$ cat config.mk
export PLATFORM = sky130hd
export DESIGN_NAME = reg_writeback
export DESIGN_NICKNAME = d
export VERILOG_FILES = /design/src/rtl/reg_writeback.sv
export SDC_FILE = /design/constraint.sdc
export NUM_CORES = 1
export LEC_CHECK = 0
export CAP_MARGIN = 30
export CORE_UTILIZATION = 49
export DETAILED_ROUTE_END_ITERATION = 12
export GPL_ROUTABILITY_DRIVEN = 0
export PLACE_DENSITY = 0.76
export RECOVER_POWER = 25
export SYNTH_ARGS = -nofsm -noshare
export SYNTH_HDL_FRONTEND = slang
export SYNTH_SLANG_ARGS = --single-unit
$ cat constraint.sdc
create_clock -name clk -period 2.9 [get_ports clk]
set_input_delay 0.29 -clock clk [delete_from_list [all_inputs] [get_ports clk]]
set_output_delay 0.29 -clock clk [all_outputs]
set_load 0.01 [all_outputs]
$ cat src/rtl/reg_writeback.sv
// reg_writeback: merges ALU results and in-order load responses onto one register-file write port.
// Keeps a load scoreboard and a decode stall. Define FWD_BYPASS_EN to add the write-port forwarding outputs.
module reg_writeback #(
   parameter int LOAD_DEPTH = 4,
   parameter int DATA_W     = 32
) (
   input  logic              clk,
   input  logic              rst,
   input  logic              aluValid,
   output logic              aluReady,
   input  logic [3:0]        aluDestIndex,
   input  logic [DATA_W-1:0] aluResult,
   input  logic              memIssueValid,
   output logic              memIssueReady,
   input  logic [3:0]        memIssueIndex,
   input  logic              memRespValid,
   output logic              memRespReady,
   input  logic [DATA_W-1:0] memRespData,
   input  logic [3:0]        decRd0Index,
   input  logic [3:0]        decRd1Index,
   input  logic [3:0]        decWrIndex,
   output logic              decStall,
   output logic              regFileWrEn,
   output logic [3:0]        regFileWrIndex,
   output logic [DATA_W-1:0] regFileWrData,
   output logic [15:0]       busy,
   output logic              protoErr
`ifdef FWD_BYPASS_EN
   , output logic              fwdHit0
   , output logic              fwdHit1
   , output logic [DATA_W-1:0] fwdData0
   , output logic [DATA_W-1:0] fwdData1
`endif
);
   localparam int PW = $clog2(LOAD_DEPTH);
   localparam int CW = PW + 1;

   logic [3:0]        pend [LOAD_DEPTH];
   logic [PW-1:0]     wr_ptr, rd_ptr;
   logic [CW-1:0]     count;
   logic              buf_full;
   logic [3:0]        buf_idx;
   logic [DATA_W-1:0] buf_data;
   logic              empty, issue, resp, sel_alu, cap, wr_en, err, inflight;
   logic [3:0]        head, wr_idx;
   logic [DATA_W-1:0] wr_data;
   logic [15:0]       busy_nxt;

   assign empty         = count == '0;
   assign head          = pend[rd_ptr];
   assign aluReady      = !buf_full;
   assign memRespReady  = !buf_full;
   assign memIssueReady = count != CW'(LOAD_DEPTH);
   assign issue         = memIssueValid && memIssueReady;
   // a response with nothing pending is a protocol error and never wins the port
   assign resp          = !buf_full && memRespValid && !empty;
   assign sel_alu       = !buf_full && !resp && aluValid;
   assign cap           = resp && aluValid;
   assign wr_en         = buf_full || resp || sel_alu;
   assign wr_idx        = buf_full ? buf_idx : resp ? head : aluDestIndex;
   assign wr_data       = buf_full ? buf_data : resp ? memRespData : aluResult;
   assign busy_nxt      = (busy & ~(resp ? 16'(1) << head : 16'd0)) | (issue ? 16'(1) << memIssueIndex : 16'd0);
   assign err           = (memRespValid && empty) || (memIssueValid && busy[memIssueIndex]) ||
                          (aluValid && busy[aluDestIndex]);

`ifdef FWD_BYPASS_EN
   assign fwdHit0  = regFileWrEn && regFileWrIndex == decRd0Index;
   assign fwdHit1  = regFileWrEn && regFileWrIndex == decRd1Index;
   assign fwdData0 = regFileWrData;
   assign fwdData1 = regFileWrData;
   assign inflight = 1'b0;
`else
   // the register file has not committed the write being presented this cycle
   assign inflight = regFileWrEn && (regFileWrIndex == decRd0Index || regFileWrIndex == decRd1Index);
`endif

   assign decStall = busy[decRd0Index] || busy[decRd1Index] || busy[decWrIndex] ||
                     (memIssueValid && !memIssueReady) || inflight;

   always_ff @(posedge clk) begin
      if (issue) pend[wr_ptr] <= memIssueIndex;
   end

   always_ff @(posedge clk or negedge rst) begin
      if (!rst) begin
         regFileWrEn    <= 1'b0;
         regFileWrIndex <= '0;
         regFileWrData  <= '0;
         buf_full       <= 1'b0;
         buf_idx        <= '0;
         buf_data       <= '0;
         busy           <= '0;
         protoErr       <= 1'b0;
         wr_ptr         <= '0;
         rd_ptr         <= '0;
         count          <= '0;
      end else begin
         regFileWrEn <= wr_en;
         if (wr_en) begin
            regFileWrIndex <= wr_idx;
            regFileWrData  <= wr_data;
         end
         buf_full <= cap;
         if (cap) begin
            buf_idx  <= aluDestIndex;
            buf_data <= aluResult;
         end
         busy     <= busy_nxt;
         protoErr <= protoErr || err;
         if (issue) wr_ptr <= wr_ptr + PW'(1);
         if (resp) rd_ptr <= rd_ptr + PW'(1);
         count <= count + CW'(issue) - CW'(resp);
      end
   end
endmodule
# == Word-level counts from Yosys, hierarchy flattened ==
# Memories as Yosys holds them, arrays and structs flattened.
# Cells that the tools add are included.
# word_totals
output_inout_bits,58
mem_bits_rw,16
n_memories,1
wordCells,73
reg_bits,98
inputBits,89
# mem_list
memory,words,width,rd,rd_ports_with_merged_regs,write_ports,line_no,rtl
pend,4,4,1,0,1,38,logic [3:0] pend [LOAD_DEPTH];
# classes
mux,18
n_lt_le_gt_ge,5
shift,2
reduce_logical,26
add_sub_neg,4
bitwise,3
n_eq_ne,3
# ops
op,count
$mux 32,2
$mux 16,2
$shl 1x4->16 const A,2
$lt 4x5->1 const B,5
$bmux 1 s4,5
$and 16x16->16,1
$not 16->16,1
$or 16x16->16,1
$logic_and 1x1->1,11
$logic_or 1x1->1,10
$eq 4x4->1,2
$mux 4,2
$mux 1,7
$add 2x1->2 const B,2
$logic_not 1->1,4
$add 3x1->3,1
$logic_not 3->1,1
$ne 3x3->1 const B,1
$sub 3x1->3,1

# == Depth between registers and ports, before layout ==
# Gate-level depths: netlist of run 1.
# logic_depth
ltp_word,7
depth_mapped,10
depth_no_buf,8

# == Worst setup path before layout of run 1 ==
# Ideal clock, no wire load.
# synth_timing
kind,register to register
from,register count[1]
to,register count[2]
required_ps,2773
arrival_ps,2317
setup_ps,127
path_buffers,2
stages_incl_launch_ff,11
synth_period_minus_slack_ps,2444
path_slack_ps,456
cell_sequence,dfrtp_1 -> or3b_1 -> clkbuf_1 -> and2_1 -> buf_4 -> xor2_1 -> ha_1 -> inv_1 -> fa_1 -> xnor2_1 -> xnor2_1
# synth_via
elab_chain_len,4
word_cells_on_any_way,7
classes_between,add/sub: 2; eq/ne: 1; reduce/logical: 4
# synth_rtl
item,line_no,rtl
from (decl),40,logic [CW-1:0] count;
from (signal assigned),112,count <= count + CW'(issue) - CW'(resp);
$ne 3x3->1,53,assign memIssueReady = count != CW'(LOAD_DEPTH);
named net memIssueReady,14,"output logic memIssueReady,"
$logic_and 1x1->1,54,assign issue = memIssueValid && memIssueReady;
$add 3x1->3,112,
$sub 3x1->3,112,
# The timed path passes the listed nets, and every way through them passes these cells.
# A chain may end at the register's enable or synchronous reset.

# == Worst setup path after layout of run 1 ==
# layout_timing
from,register busy[12]
to,output port decStall
# layout_via
elab_chain_len,6
word_cells_on_any_way,10
classes_between,mux: 6; reduce/logical: 4
# layout_rtl
item,line_no,rtl
from (decl),26,"output logic [15:0] busy,"
from (signal assigned),108,busy <= busy_nxt;
$bmux 1 s4,77,assign decStall = busy[decRd0Index] || busy[decRd1Index] || busy[decWrIndex] ||
$mux 1 (not written as such),77,
$logic_or 1x1->1,77,
$logic_or 1x1->1 (*) (2 in a row),77,
$logic_or 1x1->1 (*),78,(memIssueValid && !memIssueReady) || inflight;
to (decl),22,"output logic decStall,"
# Every way passes the cells marked *; elsewhere a longest branch is shown, timed or not. The select of a mux whose other input is x is not followed.

==> results.sh, run 1 <==
export IMPL_synth_edff_count=16
export IMPL_worst_path_buf_inv=1
export IMPL_tns_ns=0
export IMPL_drt_iter0_markers=363
export IMPL_status="complete, no violations"
export IMPL_critPathMaxStageDelay_ns=0.48
export IMPL_seq_power_share_pct=37.9
export IMPL_drt_pre_antenna_iters=5
export IMPL_cts_setup_buffers=0
export IMPL_hp_class="reg2reg"
export IMPL_stdcell_count=796
export IMPL_drv_cap=0
export IMPL_start_util_pct=50.64
export IMPL_powerDensity_nw_per_um2=958.5
export IMPL_core_area_sq_um=11470
export IMPL_cp_end_kind="output pin"
export IMPL_crit_family="multiplexers"
export IMPL_diodes=0
export IMPL_insertion_delay_ns=0.41
export IMPL_die_h_microns=110.9
export IMPL_p_leak_nw=3.184
export IMPL_fin_util_pct=69.63
export IMPL_cts_tree="yes"
export IMPL_worst_pin_slew_ns=1.357
export IMPL_path_max_fanout=7
export IMPL_ys_flop_type="dfrtp_1"
export IMPL_synth_area_sq_um=5807
export IMPL_die_area_sq_um=12290
export IMPL_switching_share_pct=33.07
export IMPL_finalSetupViolCount=0
export IMPL_synth_distinct_cells=53
export IMPL_vias_per_cell=6.102
export IMPL_power_internal_mw=5.123
export IMPL_critPathKind="reg2out"
export IMPL_stdcell_area_sq_um=7985
export IMPL_antenna_found_initial=0
export IMPL_placed_area_sq_um=7407
export IMPL_drt_wl_total_mm=15.81
export IMPL_grt_usage_pct=26.75
export IMPL_grt_pass1_vias=5048
export IMPL_path_cells="mux4_2 -> mux2_2 -> a221oi_1 -> nand4_1 -> dlymetal6s2s_1"
export IMPL_rsz0062_at_grt="no"
export IMPL_avgRoutedWirePerCell_microns=19.87
export IMPL_area_growth_pct=37.51
export IMPL_drive_gt1_share_pct=17.30
export IMPL_slew_headroom_pct=9.530
export IMPL_pin_count=147
export IMPL_ant_nets=0
export IMPL_fin_crit_ns=2.522
export IMPL_fillCellCount=829
export IMPL_max_freq_mhz=396.5
export IMPL_finalHoldViolations=0
export IMPL_yosysSeqAreaShare_pct=50.51
export IMPL_fp_dieW_microns=110.9
export IMPL_slowest_stage="mux4_2"
export IMPL_synthesis_nets=593
export IMPL_grt_ovfl_total=0
export IMPL_clkTransAtPathRegs_ns=0.05
export IMPL_clock_sinks=114
export IMPL_p_total_mw=7.654
export IMPL_vdd_drop_max_mv=0.6072
export IMPL_drv_slew=0
export IMPL_syn_area_per_cell_sq_um=11.66
export IMPL_ctsRootBufferMaster="clkbuf_16"
export IMPL_io_buffers=146
export IMPL_grt_max_degree=55
export IMPL_clock_power_share_pct=25.7
export IMPL_ys_warn_count=0
export IMPL_power_share_combinational_pct=36.5
export IMPL_drc=0
export IMPL_htreeDepth=4
export IMPL_num_rows=39
export IMPL_grt_pass1_wl_mm=25.47
export IMPL_multiInputGateArea_sq_um=2684
export IMPL_cts_inserted_buffers=17
export IMPL_ys_seq_elements=114
export IMPL_async_reset_ff_share_pct=85.96
export IMPL_syn_inst=498
export IMPL_vias=4857
export IMPL_skew_ns=0.007303
export IMPL_fin_crit_sh_pct=86.96
export IMPL_cp_start_kind="flip-flop"
export IMPL_switchingPower_mw=2.531
export IMPL_cp_arrival_ns=2.23
export IMPL_seq_area_sq_um=2938
export IMPL_dp_hpwl_mm=10.77
export IMPL_cts_buffer_depth=2
export IMPL_fin_nets=736
export IMPL_worstPathRequired_ns=2.61
export IMPL_dp_cells=764
## area by class of cell
class,count,area share (%)
sequential,114,36.79
multi-input combinational,338,33.61
timing repair buffer,161,19.88
clock buffer,27,6.424
tap,143,2.241
clock inverter,4,0.6268
inverter,9,0.4231
## layer usage
metal  vias to the layer above  wire, microns  global-route usage, %  part of all wire, %
met5                         -              0                      0                    0
met4                         0            527                  13.87                  3.3
met3                        48           1136                  7.053                  7.2
met2                       209           7779                  42.94                   49
met1                      2423           6370                  33.35                   40
li1                       2177              -                      -                    -
## cell usage after synthesis, types with 7 or more instances
cell,number,area share [%]
dfrtp_1,98,42
mux2_2,41,8.0
a21oi_1,36,3.1
nand2_1,36,2.3
nand3_1,35,3.0
a221o_1,28,4.8
clkbuf_1,26,1.7
o21ai_1,24,2.1
edfxtp_1,16,8.3
mux4_2,16,6.2
o21ai_0,16,1.4
nand3b_1,13,1.7
mux2i_1,10,1.7
o22ai_1,10,1.1
xor2_1,10,1.5
inv_1,8,0.52
nor2_1,7,0.45
## registers in the layout (all words and copies together) (netlist names)
name            count
pend               16
count               3
buf_idx             4
buf_data           32
regFileWrData      32
wr_ptr              2
protoErr            1
regFileWrEn         1
buf_full            1
regFileWrIndex      4
busy               16
rd_ptr              2
## power groups by stage
stage	Sequential [mW]	Clock, mW	Combinational (mW)
after floorplan	2.82	0	1.51
after global placement	2.87	0	2.70
after detailed placement	2.90	0	2.78
after CTS	2.89	1.98	2.81
after global routing	2.98	2.06	3.02
final	2.90	1.96	2.79
## cell usage in the layout (no fill, tap or decap), types with 7 or more instances in the layout
cell type	instances
o22ai_1	10
xor2_1	10
clkdlybuf4s50_1	138
mux4_2	16
o21ai_0	16
buf_4	13
nand2_1	36
nand3b_1	13
a221o_1	28
nand3_1	35
o21ai_1	24
mux2_2	41
edfxtp_1	16
dfrtp_1	94
nor2_1	7
a21oi_1	36
inv_1	8
clkbuf_16	17
mux2i_1	10
## per-stage QoR
step / setup WS, ns / hold WS, ns
after floorplan: 0.4563 / -0.005591
after global placement: 0.04118 / 0.3718
after detailed placement: -0.004163 / 0.3830
after CTS: 0.00004907 / 0.4897
after global routing: 0.2580 / 0.5183
final: 0.3780 / 0.5040
## final timing paths
kind                             start           end  slack, ns  depth (start not counted)
max                           busy[12]      decStall       0.38                          5
min                        buf_data[9]   buf_data[9]       0.50                          1
max reg2reg                   count[1]      count[2]       0.50                          8
min reg2reg                buf_data[9]   buf_data[9]       0.50                          1
max in group asynchronous          rst      busy[11]       1.25                          2
min in group asynchronous          rst  buf_data[24]       0.72                          2
## cell families (layout without fill, tap and decap cells)
kind of cell / after synthesis / in the layout / share of synthesized area, %
xor gates and xnor gates: 14 / 14 / 2.111
DFF: 114 / 114 / 50.51
buffers and inverters: 46 / 201 / 3.361
adders and majority gates: 6 / 6 / 1.422
muxes: 69 / 69 / 16.79
AOI/OAI and AO/OA: 123 / 123 / 14.05
and+or+nand+nor: 126 / 126 / 11.76
## timing repair
item                       4_1_cts  5_1_grt
setup endpoints to repair        1        1
hold buffers                     1        0
cloned                           0        0
hold endpoints to repair        53        0
gates resized for setup          1        5
pin swaps                        0        0
(Power assumes the default switching activity.)
==> inputs of run 2 (changes only) <==
--- a/config.mk
+++ b/config.mk
@@ -5,8 +5,10 @@
 export SDC_FILE = /design/constraint.sdc
 export NUM_CORES = 1
 export LEC_CHECK = 0
+export ABC_CLOCK_PERIOD_IN_PS = 2900
 export CAP_MARGIN = 30
 export CORE_UTILIZATION = 49
+export CTS_BUF_LIST = sky130_fd_sc_hd__clkbuf_4
 export DETAILED_ROUTE_END_ITERATION = 12
 export GPL_ROUTABILITY_DRIVEN = 0
 export PLACE_DENSITY = 0.76
==> results.sh, run 2 (same netlist as run 1, synthesis figures left out) <==
export IMPL_ctsRootBufferMaster="clkbuf_4"
export IMPL_hp_class="in2reg"
export IMPL_mostFrequentLayoutCell="clkdlybuf4s50_1"
export IMPL_die_h_microns=110.9
export IMPL_io_buffers=146
export IMPL_grt_usage_pct=26.40
export IMPL_skew_ns=0.01653
export IMPL_drv_cap=0
export IMPL_fin_crit_ns=2.770
export IMPL_cts_inserted_buffers=17
export IMPL_holdWs_ns=0.3837
export IMPL_dp_hpwl_mm=10.77
export IMPL_p_leak_nw=3.027
export IMPL_slew_headroom_pct=12.86
export IMPL_insertion_delay_ns=0.54
export IMPL_num_rows=39
export IMPL_grt_pass1_wl_mm=25.09
export IMPL_largestRegisters="buf_data (32), regFileWrData (32)"
export IMPL_drt_wl_total_mm=15.54
export IMPL_avgRoutedWirePerCell_microns=19.47
export IMPL_cp_end_kind="output pin"
export IMPL_clkTransAtPathRegs_ns=0.10
export IMPL_rrSetupSlack_ns=0.50
export IMPL_fp_dieW_microns=110.9
export IMPL_worstPathRequired_ns=2.61
export IMPL_drt_iter0_markers=351
export IMPL_rsz0062_at_grt="no"
export IMPL_area_growth_pct=31.83
export IMPL_max_freq_mhz=361.1
export IMPL_fin_util_pct=66.75
export IMPL_cts_buffer_depth=2
export IMPL_worst_pin_slew_ns=1.307
export IMPL_cp_arrival_ns=2.48
export IMPL_core_area_sq_um=11470
export IMPL_grt_pass1_vias=4968
export IMPL_drive_gt1_share_pct=18.02
export IMPL_ant_nets=0
export IMPL_drt_pre_antenna_iters=5
export IMPL_vias=4850
export IMPL_pin_count=147
export IMPL_mostFrequentLayoutCells="140 x clkdlybuf4s50_1, 91 x dfrtp_1, 41 x mux2_2"
export IMPL_finalSetupViolCount=0
export IMPL_grt_ovfl_total=0
export IMPL_status="complete, no violations"
export IMPL_antenna_found_initial=0
export IMPL_drc=0
export IMPL_diodes=0
export IMPL_powerDensity_nw_per_um2=876.1
export IMPL_critPathKind="reg2out"
export IMPL_cts_tree="yes"
export IMPL_fin_nets=738
export IMPL_fin_crit_sh_pct=95.51
export IMPL_path_max_fanout=7
export IMPL_vias_per_cell=6.078
export IMPL_vdd_drop_max_mv=0.6052
export IMPL_finalHoldViolations=0
export IMPL_drv_slew=0
export IMPL_clock_sinks=114
export IMPL_grt_max_degree=55
export IMPL_start_util_pct=50.64
export IMPL_htreeDepth=4
export IMPL_die_area_sq_um=12290
export IMPL_cp_start_kind="flip-flop"
[run 2: cell types whose count changed in the layout (fill, tap and decap cells not counted), sizes merged]
cell / previous run / this run
buf: 14 / 15
clkinv: 1 / 6
dlymetal6s2s: 2 / 0
clkbuf: 28 / 24
clkdlybuf4s50: 138 / 140
[run 2: through the flow]
step           instance area, sq um  setup TNS (ns)  std cells  power (mW)  worst slack (ns)
2_1_floorplan                  5807               0        498       4.325            0.4563
3_3_place_gp                   7407               0        764       5.566           0.04118
3_5_place_dp                   7407       -0.004163        764       5.681         -0.004163
4_1_cts                        7672               0        798       6.736            0.1228
5_1_grt                        7655               0        798       7.107          0.007655
6_report                       7655               0        798       6.706            0.1303
[run 2: worst paths after layout]
path,start,end,cells past startpoint
worst max-delay path,busy[9],decStall,5
worst min-delay path,aluResult[31],buf_data[31],2
worst max register to register,count[1],count[2],8
worst min register to register,buf_data[5],regFileWrData[5],1
max in group asynchronous,rst,buf_data[3],3
min in group asynchronous,rst,buf_data[24],2
[run 2: report_power, final]
part / switching [mW] / total (mW) / leakage, nW / internal (mW)
Sequential: 0.628 / 2.88 / 1.30 / 2.25
Clock: 0.566 / 1.02 / 0.127 / 0.451
Combinational: 1.22 / 2.81 / 1.60 / 1.59
[run 2: area by class of cell]
cell class / instances / area, sq um
clock buffer: 22 / 165.2
clock inverter: 9 / 68.82
fill: 876 / 3812
inverter: 9 / 33.78
multi-input combinational: 338 / 2684
sequential: 114 / 2942
tap: 143 / 178.9
timing repair buffer: 163 / 1583
[run 2: routing by layer]
| layer | share of wire [%] | GRT usage, % |
|---|---|---|
| met1 | 41 | 32.79 |
| met2 | 49 | 42.24 |
| met3 | 7.4 | 7.381 |
| met4 | 3.2 | 13.60 |
| met5 | 0 | 0 |
[run 2: what timing repair did]
action | CTS | global route
gates resized for setup | 7 | 0
endpoints found under the hold margin | 53 | 0
hold buffers | 1 | 0
endpoints found under the setup margin | 1 | 0
setup buffers | 2 | 0
[run 2: worst max-delay path: stages, from the launching register on]
cell,delay (ns)
dfrtp_1,0.48
mux4_2,0.49
mux2_2,0.28
a221oi_1,0.28
nand4_1,0.11
dlygate4sd2_1,0.30
==> inputs of run 3 (changes only) <==
--- a/config.mk
+++ b/config.mk
@@ -7,11 +7,12 @@
 export LEC_CHECK = 0
 export ABC_CLOCK_PERIOD_IN_PS = 2900
 export CAP_MARGIN = 30
-export CORE_UTILIZATION = 49
+export CORE_UTILIZATION = 60
 export CTS_BUF_LIST = sky130_fd_sc_hd__clkbuf_4
 export DETAILED_ROUTE_END_ITERATION = 12
+export DONT_BUFFER_PORTS = 1
 export GPL_ROUTABILITY_DRIVEN = 0
-export PLACE_DENSITY = 0.76
+export PLACE_DENSITY = 0.72
 export RECOVER_POWER = 25
 export SYNTH_ARGS = -nofsm -noshare
 export SYNTH_HDL_FRONTEND = slang
==> results.sh, run 3 (same netlist as run 1, synthesis figures left out) <==
export IMPL_drv_cap=0
export IMPL_cp_start_kind="flip-flop"
export IMPL_powerDensity_nw_per_um2=909.7
export IMPL_ctsRootBufferMaster="clkbuf_4"
export IMPL_cts_inserted_buffers=17
export IMPL_cp_end_kind="output pin"
export IMPL_vdd_drop_max_mv=0.5247
export IMPL_hold_start="memRespData[28]"
export IMPL_drc=0
export IMPL_antenna_found_initial=0
export IMPL_holdPathEnd="regFileWrData[28]"
export IMPL_largestRegisters="buf_data (32), regFileWrData (32)"
export IMPL_grt_usage_pct=30.23
export IMPL_fp_dieW_microns=100.4
export IMPL_hp_class="in2reg"
export IMPL_vias=4450
export IMPL_cts_buffer_depth=2
export IMPL_slew_headroom_pct=62.90
export IMPL_insertion_delay_ns=0.48
export IMPL_cp_arrival_ns=2.30
export IMPL_drt_iter0_markers=277
export IMPL_path_max_fanout=7
export IMPL_p_leak_nw=2.636
export IMPL_p_total_mw=6.039
export IMPL_avgRoutedWirePerCell_microns=21.94
export IMPL_vias_per_cell=6.583
export IMPL_drt_pre_antenna_iters=6
export IMPL_mostFrequentLayoutCells="97 x dfrtp_1, 47 x dlygate4sd3_1, 41 x mux2_2"
export IMPL_drive_gt1_share_pct=19.20
export IMPL_r2r_cells=8
export IMPL_core_area_sq_um=9328
export IMPL_io_buffers=0
export IMPL_area_growth_pct=14.33
export IMPL_fin_crit_ns=2.587
export IMPL_cts_tree="yes"
export IMPL_tns_ns=0
export IMPL_mostFrequentLayoutCell="dfrtp_1"
export IMPL_grt_pass1_vias=4512
export IMPL_pin_count=147
export IMPL_diodes=0
export IMPL_drv_slew=0
export IMPL_grt_ovfl_total=0
export IMPL_clkTransAtPathRegs_ns=0.11
export IMPL_die_h_microns=100.4
export IMPL_drt_wl_total_mm=14.83
export IMPL_critPathKind="reg2out"
export IMPL_ant_nets=0
export IMPL_clock_sinks=114
export IMPL_start_util_pct=62.25
export IMPL_rrSetupSlack_ns=0.33
export IMPL_skew_ns=0.01124
export IMPL_num_rows=35
export IMPL_hold_path_depth=2
export IMPL_finalSetupViolCount=0
export IMPL_status="complete, no violations"
export IMPL_rr_endpoint="count[2]"
export IMPL_r2r_start="count[1]"
export IMPL_finalHoldViolations=0
export IMPL_fin_util_pct=71.17
export IMPL_grt_max_degree=99
export IMPL_htreeDepth=4
export IMPL_dp_hpwl_mm=9.217
export IMPL_ctsResizeCount=0
export IMPL_max_freq_mhz=386.5
export IMPL_grt_pass1_wl_mm=22.98
export IMPL_fin_crit_sh_pct=89.21
export IMPL_worstPathRequired_ns=2.61
export IMPL_worst_pin_slew_ns=0.5565
export IMPL_fin_nets=629
export IMPL_rsz0062_at_grt="no"
export IMPL_die_area_sq_um=10080
## run 3: changes by cell type in the layout (fill, tap and decap cells not counted), sizes merged
| cell | previous run | this run |
|---|---|---|
| clkbuf | 24 | 17 |
| clkinv | 6 | 8 |
| dlygate4sd2 | 1 | 0 |
| bufinv | 1 | 2 |
| buf | 15 | 7 |
| clkdlybuf4s50 | 140 | 0 |
| inv | 9 | 11 |
| dlygate4sd3 | 5 | 47 |
| clkinvlp | 2 | 3 |
## run 3: area by class of cell
type / count / area (sq um)
clock buffer: 17 / 127.6
multi-input combinational: 338 / 2684
tap: 129 / 161.4
timing repair buffer: 54 / 555.5
sequential: 114 / 2934
inverter: 9 / 33.78
clock inverter: 15 / 142.6
fill: 644 / 2689
## run 3: what timing repair did
| item | CTS | global route |
|---|---|---|
| setup buffers | 0 | 0 |
| endpoints found under the hold margin | 166 | 1 |
| hold buffers | 47 | 1 |
## run 3: metrics by stage
step | cell area (sq um) | setup slack [ns] | cells | hold WS (ns)
after global placement | 5871 | 0.4198 | 596 | -0.001980
after floorplan | 5807 | 0.4563 | 498 | -0.005591
after CTS | 6629 | 0.2608 | 675 | 0.001269
after detailed placement | 5871 | 0.3429 | 596 | -0.002166
final | 6639 | 0.3130 | 676 | 0.05658
after global routing | 6639 | 0.1837 | 676 | 0.004318
## run 3: worst max-delay path by stage
stage	to	startpoint	cells past startpoint	slack, ns
finish	decStall	busy[14]	4	0.31
global route	decStall	busy[14]	4	0.18
floorplan	count[2]	count[1]	10	0.46
CTS	decStall	busy[14]	4	0.26
global placement	count[2]	count[1]	8	0.42
detailed placement	count[2]	count[1]	8	0.34
## run 3: critical path, cell delays in order, from the launching register on
cell and delay, ns:
dfrtp_1 0.51, mux4_2 0.49, mux2_2 0.29, a221oi_1 0.31
nand4_1 0.21
## run 3: report_power, final
group / switching, mW / internal, mW
Combinational: 0.857 / 0.988
Sequential: 0.828 / 2.24
Clock: 0.623 / 0.503
Total: 2.31 / 3.73
## run 3: routing by layer
metal	vias up	GRT usage, %	part of all wire (%)
li1	1967	-	-
met1	2205	39.33	40
met2	256	49.47	50
met3	22	8.844	8.8
met4	0	8.919	1.3
met5	-	0	0
